## src/rtl/egg_timer_datapath.sv

```systemverilog
// Egg-timer time-keeping datapath: BCD setpoint entry, prescaled countdown,
// sticky expiry flag and display blank strobe, driven by the controller state code.
module egg_timer_datapath #(
    parameter int TICK_DIV = 50000000,
    parameter int CNT_W    = 26
) (
    input  logic       clk,
    input  logic       rst,
    input  logic [2:0] state,
    input  logic [7:0] sw,
    output logic [7:0] min_bcd,
    output logic [7:0] sec_bcd,
    output logic       running,
    output logic       expired,
    output logic       blank
);

    localparam logic [2:0] ST_RESET       = 3'd4;
    localparam logic [2:0] ST_SET_SEC     = 3'd0;
    localparam logic [2:0] ST_SETTING_MIN = 3'd7;
    localparam logic [2:0] ST_SET_MIN     = 3'd1;
    localparam logic [2:0] ST_READY       = 3'd3;
    localparam logic [2:0] ST_TIMER       = 3'd2;
    localparam logic [2:0] ST_FLASH_ON    = 3'd5;
    localparam logic [2:0] ST_FLASH_OFF   = 3'd6;

    localparam logic [CNT_W-1:0] TICK_LAST = CNT_W'(TICK_DIV - 1);

    logic [7:0]       min_q, min_d;
    logic [7:0]       sec_q, sec_d;
    logic [CNT_W-1:0] presc_q, presc_d;
    logic             running_q, running_d;
    logic             expired_q, expired_d;
    logic             blank_q, blank_d;

    logic sw_valid;
    logic is_run;
    logic count_active;
    logic tick;

    // Two-digit BCD decrement with digit borrow; callers never pass 00.
    function automatic logic [7:0] bcd_dec(input logic [7:0] v);
        logic [7:0] r;
        if (v[3:0] != 4'd0) begin
            r = {v[7:4], v[3:0] - 4'd1};
        end else begin
            r = {v[7:4] - 4'd1, 4'd9};
        end
        return r;
    endfunction

    always_comb begin
        min_d     = min_q;
        sec_d     = sec_q;
        presc_d   = presc_q;
        expired_d = expired_q;

        sw_valid     = (sw[7:4] <= 4'd9) && (sw[3:0] <= 4'd9);
        is_run       = (state == ST_TIMER) || (state == ST_FLASH_ON) ||
                       (state == ST_FLASH_OFF);
        count_active = is_run && running_q && !expired_q;
        tick         = count_active && (presc_q == TICK_LAST);

        case (state)
            ST_RESET: begin
                min_d     = 8'h00;
                sec_d     = 8'h00;
                presc_d   = '0;
                expired_d = 1'b0;
            end
            ST_SET_SEC: begin
                presc_d = '0;
                if (sw_valid) begin
                    sec_d = (sw[7:4] > 4'd5) ? 8'h59 : sw;
                end
            end
            ST_SETTING_MIN, ST_SET_MIN: begin
                presc_d = '0;
                if (sw_valid) begin
                    min_d = sw;
                end
            end
            ST_READY: begin
                presc_d = '0;
            end
            ST_TIMER, ST_FLASH_ON, ST_FLASH_OFF: begin
                // Once expired everything is frozen until a RESET state or rst.
                if (!expired_q) begin
                    if ((min_q == 8'h00) && (sec_q == 8'h00)) begin
                        expired_d = 1'b1;
                    end else if (tick) begin
                        presc_d = '0;
                        if (sec_q != 8'h00) begin
                            sec_d = bcd_dec(sec_q);
                        end else begin
                            sec_d = 8'h59;
                            min_d = bcd_dec(min_q);
                        end
                        expired_d = (min_d == 8'h00) && (sec_d == 8'h00);
                    end else if (count_active) begin
                        presc_d = presc_q + CNT_W'(1);
                    end else begin
                        presc_d = '0;
                    end
                end
            end
            default: begin
                presc_d = presc_q;
            end
        endcase

        running_d = is_run && !expired_d;
        blank_d   = expired_q && (state == ST_FLASH_OFF);
    end

    always_ff @(posedge clk or posedge rst) begin
        if (rst) begin
            min_q     <= 8'h00;
            sec_q     <= 8'h00;
            presc_q   <= '0;
            running_q <= 1'b0;
            expired_q <= 1'b0;
            blank_q   <= 1'b0;
        end else begin
            min_q     <= min_d;
            sec_q     <= sec_d;
            presc_q   <= presc_d;
            running_q <= running_d;
            expired_q <= expired_d;
            blank_q   <= blank_d;
        end
    end

    assign min_bcd = min_q;
    assign sec_bcd = sec_q;
    assign running = running_q;
    assign expired = expired_q;
    assign blank   = blank_q;

endmodule

```

## config.mk

```make
export PLATFORM = sky130hd
export DESIGN_NAME = egg_timer_datapath
export DESIGN_NICKNAME = d
export VERILOG_FILES = /design/src/rtl/egg_timer_datapath.sv
export SDC_FILE = /design/constraint.sdc
export NUM_CORES = 1
export LEC_CHECK = 0
export BUFFER_PORTS_ARGS = -buffer_cell sky130_fd_sc_hd__buf_2
export CORE_MARGIN = 4
export CORE_UTILIZATION = 40
export DETAILED_ROUTE_END_ITERATION = 12
export PLACE_DENSITY = 0.62
export SKIP_CTS_REPAIR_TIMING = 1
export SYNTH_ARGS = -nofsm -noshare
export SYNTH_HDL_FRONTEND = slang
export SYNTH_SLANG_ARGS = --single-unit
```

## constraint.sdc

```tcl
create_clock -name clk -period 3.75 [get_ports clk]
set_input_delay 0.75 -clock clk [delete_from_list [all_inputs] [get_ports clk]]
set_output_delay 0.75 -clock clk [all_outputs]
set_load 0.01 [all_outputs]
```

=== Word level (Yosys, flattened, before mapping) ===
Index checks and enable logic that the tools add are counted.

* Register bits: 45
* Bits in latches: 0
* RAM bits: 0
* Bits in read-only memories: 0
* Input bits: 13
* Output and inout port bits: 19
* Logic and storage cells: 87
* Memories kept: 0

* $add $sub $neg: 5
* Multiply operators: 0
* Divide/modulo/power cells: 0
* Order comparisons: 3
* Equal/unequal tests: 13
* Shifts and indexed selects: 0
* Multiplexer cells: 32
* Bitwise operators: 0
* Reduce and logical (&&, ||, !) cells: 28

{| class="wikitable"
|+ Operator list
! cell !! count
|-
| $mux W8 || 21
|-
| $mux W26 || 4
|-
| $pmux W26 S2 || 1
|-
| $pmux W8 S3 || 2
|-
| $logic_not A8 Y1 || 4
|-
| $add A26 B1 Y26 const B || 1
|-
| $eq A26 B26 Y1 const B || 1
|-
| $sub A4 B1 Y4 const B || 4
|-
| $eq A3 B3 Y1 const B || 4
|-
| $ne A2 B2 Y1 const B || 5
|-
| $reduce_and A5 Y1 || 2
|-
| $le A4 B4 Y1 const B || 2
|-
| $logic_and A1 B1 Y1 || 8
|-
| $reduce_bool A4 Y1 || 2
|-
| $reduce_bool A8 Y1 || 1
|-
| $eq A3 B2 Y1 const B || 2
|-
| $reduce_bool A3 Y1 || 2
|-
| $reduce_or A5 Y1 || 1
|-
| $gt A4 B3 Y1 const B || 1
|-
| $eq A3 B1 Y1 const B || 1
|-
| $logic_not A3 Y1 || 1
|-
| $mux W1 || 3
|-
| $reduce_or A3 Y1 || 1
|-
| $logic_not A1 Y1 || 2
|-
| other kinds (4) || 5
|}

=== Depth between registers and ports, before layout ===
* Depth after elaboration: 18
* Depth in mapped cells: 10
* Gate-level depth less buffers: 8

=== Worst setup path after synthesis ===
Ideal clock, no wire load.

* Kind: reg-to-reg
* From: reg sec_q[4], in the netlist sec_bcd[4]
* To: reg sec_q[0], in the netlist sec_bcd[0]
* Setup time: 125 ps
* Arrival: 2,096 ps
* Data required time: 3,625 ps
* Slack: 1,529 ps
* Stages on the path, launching flop included: 11
* Path buffers: 2
* Clock period less this slack: 2,221 ps
* Path through: dfrtp_1 > inv_1 > ha_1 > nor4b_1 > and4_1 > buf_4 > nor2b_2 > buf_6 > a21oi_4 > nor2_4 > mux2_4

* Longest elaborated chain between the ends: 10
* Elaborated cells between the ends (all ways): 14
* Classes of those cells: eq/ne (1); mux (9); reduce/logical (4)

{| class="wikitable"
|+ RTL lines
! item !! line !! RTL
|-
| start, declared || 30 || <nowiki>logic [7:0] sec_q, sec_d;</nowiki>
|-
| start signal, assigned || 119 || <nowiki>sec_q <= 8'h00;</nowiki>
|-
| start signal, assigned || 126 || <nowiki>sec_q <= sec_d;</nowiki>
|-
| $reduce_bool A8 Y1 || 93 || <nowiki>if (sec_q != 8'h00) begin</nowiki>
|-
| $mux W8 || 93 ||
|-
| $mux W8 || 91 || <nowiki>end else if (tick) begin</nowiki>
|-
| $mux W8 || 89 || <nowiki>if ((min_q == 8'h00) && (sec_q == 8'h00)) begin</nowiki>
|-
| $mux W8 || 88 || <nowiki>if (!expired_q) begin</nowiki>
|-
| $mux W8 || 64 || <nowiki>case (state)</nowiki>
|-
| $mux W8 || 91 ||
|-
| $mux W8 || 89 ||
|-
| $mux W8 || 88 ||
|-
| $pmux W8 S3 || 64 ||
|}

Parallel ways exist; a longest one is shown, timed or not. The select of a mux whose other input is x is not followed.
A chain may end at the register's enable or synchronous reset.

=== Worst setup path in the final report ===
* From: reg presc_q[0]
* To: reg presc_q[16]

* Longest elaborated chain between the ends: 6
* Elaborated cells between the ends (all ways): 8
* Classes of those cells: add/sub (1); eq/ne (1); mux (5); reduce/logical (1)

{| class="wikitable"
|+ RTL lines
! item !! line !! RTL
|-
| start, declared || 31 || <nowiki>logic [CNT_W-1:0] presc_q, presc_d;</nowiki>
|-
| start signal, assigned || 127 || <nowiki>presc_q <= presc_d;</nowiki>
|-
| $add A26 B1 Y26 / $eq A26 B26 Y1 (equally long branches) || 101, 62 ||
|-
| $mux W26 / $logic_and A1 B1 Y1 (equally long branches) || 100, 62 ||
|-
| $mux W26 (*) || 91 ||
|-
| $mux W26 (*) || 89 ||
|-
| $mux W26 (*) || 88 ||
|-
| $pmux W26 S2 (*) || 64 ||
|}

Every way passes the cells marked *; elsewhere a longest branch is shown, timed or not. The select of a mux whose other input is x is not followed.

==> results.md <==
* Path type of the worst min-delay path: flip-flop to flip-flop
* Slew margin rel. at 37.01%
* Port buffer count at 31
* Fillers at approximately 730
* Drt drc at 0
* DR WL/cell at around 17 um
* Clock latency on the worst-skew pair at 0.29 ns
* Run status: complete, no violations
* Register area share after synthesis at a little under two fifths
* Synthesized area per cell at between 8 and 9 sq um
* I/O pin count at 32
* Worst vdd ir at a little under 0.2 mV
* Drt first pass iters at 5
* CP endpoint kind: flip-flop
* WS Path Type: flip-flop to flip-flop
* Vias in the first global route at between 2k and 3k
* Detailed Route Iter0 Violations at between 100 and 150
* Peak Freq at 0.3617 GHz
* Area of the multi-input gates at around 0.0017 sq mm
* Avg Vias per Cell at ~5.9
* Clock buffer count from CTS at 5
* Fin nets at 387
* Starting Density at slightly above 40%
* Share of cells above drive strength 1 at approximately 14%
* CTS Sinks at between 40 and 50
* Crit path from: presc_q[0]$_DFFE_PP0P_
* Antenna cells at 0
* Hold wc startpoint: presc_q[23]$_DFFE_PP0P_
* GRT Overall Usage at approximately 19%
* Crit start category: flip-flop
* Synth Flop Type: dfrtp_1
* Post-synth EDFFs at 0
* Skew final at 0.006599 ns
* Reg-to-Reg Start: presc_q[0]$_DFFE_PP0P_
* Num rows at 31
* First-pass GRT wire length at ~13000 um
* Synth-to-Final Area Change at 9.975%
* Final WL at about 7900 um
* R2R setup slack at ~0.99 ns
* Max Cap Violations at 0
* Final HPWL DP at 5638 um
* FF+latch count, synth at 45
* Final Setup Violations at 0
* Synth warn at 0
* Synth async-reset ratio at 100.0%
* Post-synthesis instance total at 344
* Count of cell types in the netlist at between 50 and 60
* Sum Neg Setup Slack at 0 ns
* Max clock buf depth at 2
* Max Slew Vio Count at 0
* Total global routing overflow at 0
* Die extent in y at 93.85 um
* Width of the die at 93.85 um
* Tmin final at 2.765 ns
* P_leak at roughly 1.4 nW
* Pwr Density at between 400 and 500 mW/mm^2
* Root Buffer: clkbuf_8
* # H-tree levels at 2
* CTS tree: yes
* Mapped Area at around 0.0029 sq mm
* Gpl congestion at about 0.90
* Fin. Hold Viols at 0
* Final ANT Viol Nets at 0
* RSZ-0062 raised after global routing: false
* Initial antenna violation count at 0
* Routed via count at 2758
* WP data arrival at between 2 and 3 ns
* Die area at a little under 0.009 sq mm
* Slew at the pin closest to its max-slew limit at ~0.94 ns
* Syn Nets at ~360
* Critical Path RT at slightly below 4 ns
* Post-layout util at roughly 45%
* Sequential standard cell area at ~0.0011 sq mm
* Core ar. at between 0.007 and 0.008 sq mm
* Clock transition at path regs at ~0.09 ns
* Period utilization at roughly three quarters
* Largest net degree at the start of global routing at 46
* Crit-path max FO at 12
==> cell usage in the layout (no fill, tap or decap), types with 4 or more instances in the layout <==
| master | Yosys | final |
|---|---|---|
| a21oi_1 | 14 | 14 |
| buf_2 | 7 | 31 |
| nor3_1 | 8 | 8 |
| o31ai_1 | 5 | 5 |
| nor4b_1 | 5 | 5 |
| nand2_1 | 40 | 40 |
| nand3_1 | 8 | 8 |
| dfrtp_1 | 45 | 45 |
| nor2b_1 | 4 | 4 |
| nor2_1 | 29 | 29 |
| nand4_1 | 18 | 18 |
| inv_1 | 11 | 10 |
| o22ai_1 | 4 | 4 |
| nor4_1 | 7 | 7 |
| xor2_1 | 9 | 9 |
| clkbuf_8 | 0 | 5 |
| o21ai_0 | 36 | 36 |
| and3_1 | 13 | 13 |
| a32o_1 | 4 | 4 |
| a31oi_1 | 9 | 9 |
| and2_1 | 5 | 5 |
| and4_1 | 4 | 4 |
| ha_1 | 4 | 4 |
==> per-layer routing <==
metal / wire length [um] / global-route usage (%) / vias up
li1: - / - / 1331
met1: 3811 / 27.76 / 1316
met2: 3515 / 27.44 / 94
met3: 439 / 3.446 / 17
met4: 106 / 4.332 / 0
met5: 0 / 0 / -
==> final timing paths <==
check / to / depth (start not counted)
setup / recovery: presc_q[16]$_DFFE_PP0P_ / 7
setup reg to reg: presc_q[16]$_DFFE_PP0P_ / 7
max in group asynchronous: running$_DFF_PP0_ / 2
hold / removal: presc_q[23]$_DFFE_PP0P_ / 1
hold reg to reg: presc_q[23]$_DFFE_PP0P_ / 1
min in group asynchronous: blank$_DFF_PP0_ / 2
==> cell usage after synthesis, types with 3 or more instances <==
master      n  area [sq um]
a2bb2oi_1   3         26.28
nand4_1    18         112.6
a31oi_1     9         56.30
o21ai_0    36         180.2
xor2_1      9         78.83
dfrtp_1    45          1126
and4_1      4         35.03
nand3_1     8         40.04
a32o_1      4         40.04
inv_1      11         41.29
a21oi_1    14         70.07
mux2_4      3         45.04
buf_2       7         35.03
ha_1        4         50.05
o21a_1      3         22.52
o22ai_1     4         25.02
nor2b_1     4         25.02
xnor2_1     3         26.28
nor4_1      7         43.79
a21o_1      3         22.52
nand2_1    40         150.1
nor4b_1     5         43.79
o31ai_1     5         37.54
and3_1     13         81.33
and2_1      5         31.28
a22o_1      3         26.28
nor2_1     29         108.9
clkbuf_1    4         15.01
nor3_1      8         40.04
==> kinds of logic after synthesis <==
logic type	Yosys count	synth area share [%]
XOR/XNOR	12	3.566
AND/OR/NAND/NOR	156	28.86
adder cells (fa/ha/maj)	4	1.698
multiplexers	3	1.528
AO/OA/AOI/OAI	99	22.03
flip-flops	45	38.20
buffers and inverters	25	4.117
==> sequential cells by signal, indices dropped and copies added, names as in the netlist <==
register,count
presc_q,26
min_bcd,8
sec_bcd,8
blank,1
expired,1
running,1
==> where the power goes <==
group	internal (mW)	switching [mW]	leakage, nW
clock network	0.133	0.164	0.0395
registers	0.528	0.0920	0.617
logic	0.206	0.333	0.736
==> metrics by stage <==
stage	cells	hold WS [ns]	worst slack, ns	instance area (sq um)	total power [mW]
6_report	470	0.5137	0.9854	3242	1.457
5_1_grt	470	0.5198	0.7472	3242	1.553
4_1_cts	470	0.5080	0.9817	3242	1.465
3_5_place_dp	462	0.4862	0.7871	3162	1.166
3_3_place_gp	462	0.4829	0.8041	3162	1.161
2_1_floorplan	344	0.4570	1.529	2948	1.016
==> layout make-up <==
class                   instances  share of cell area, %
flip-flops and latches         45                  34.74
clock buffers                   8                  2.470
well taps                      99                  3.821
inverters                      11                  1.274
repair buffers                 33                  5.249
multi-input cells             274                  52.45
==> critical path: stages, from the launching register on <==
cell,delay [ns]
dfrtp_1,0.45
ha_1,0.24
and4_1,0.34
nand4_1,0.22
nor2_2,0.45
nor2_1,0.11
nor2_1,0.68
nor2_1,0.12
No activity file was read; power rests on OpenSTA's default activity.
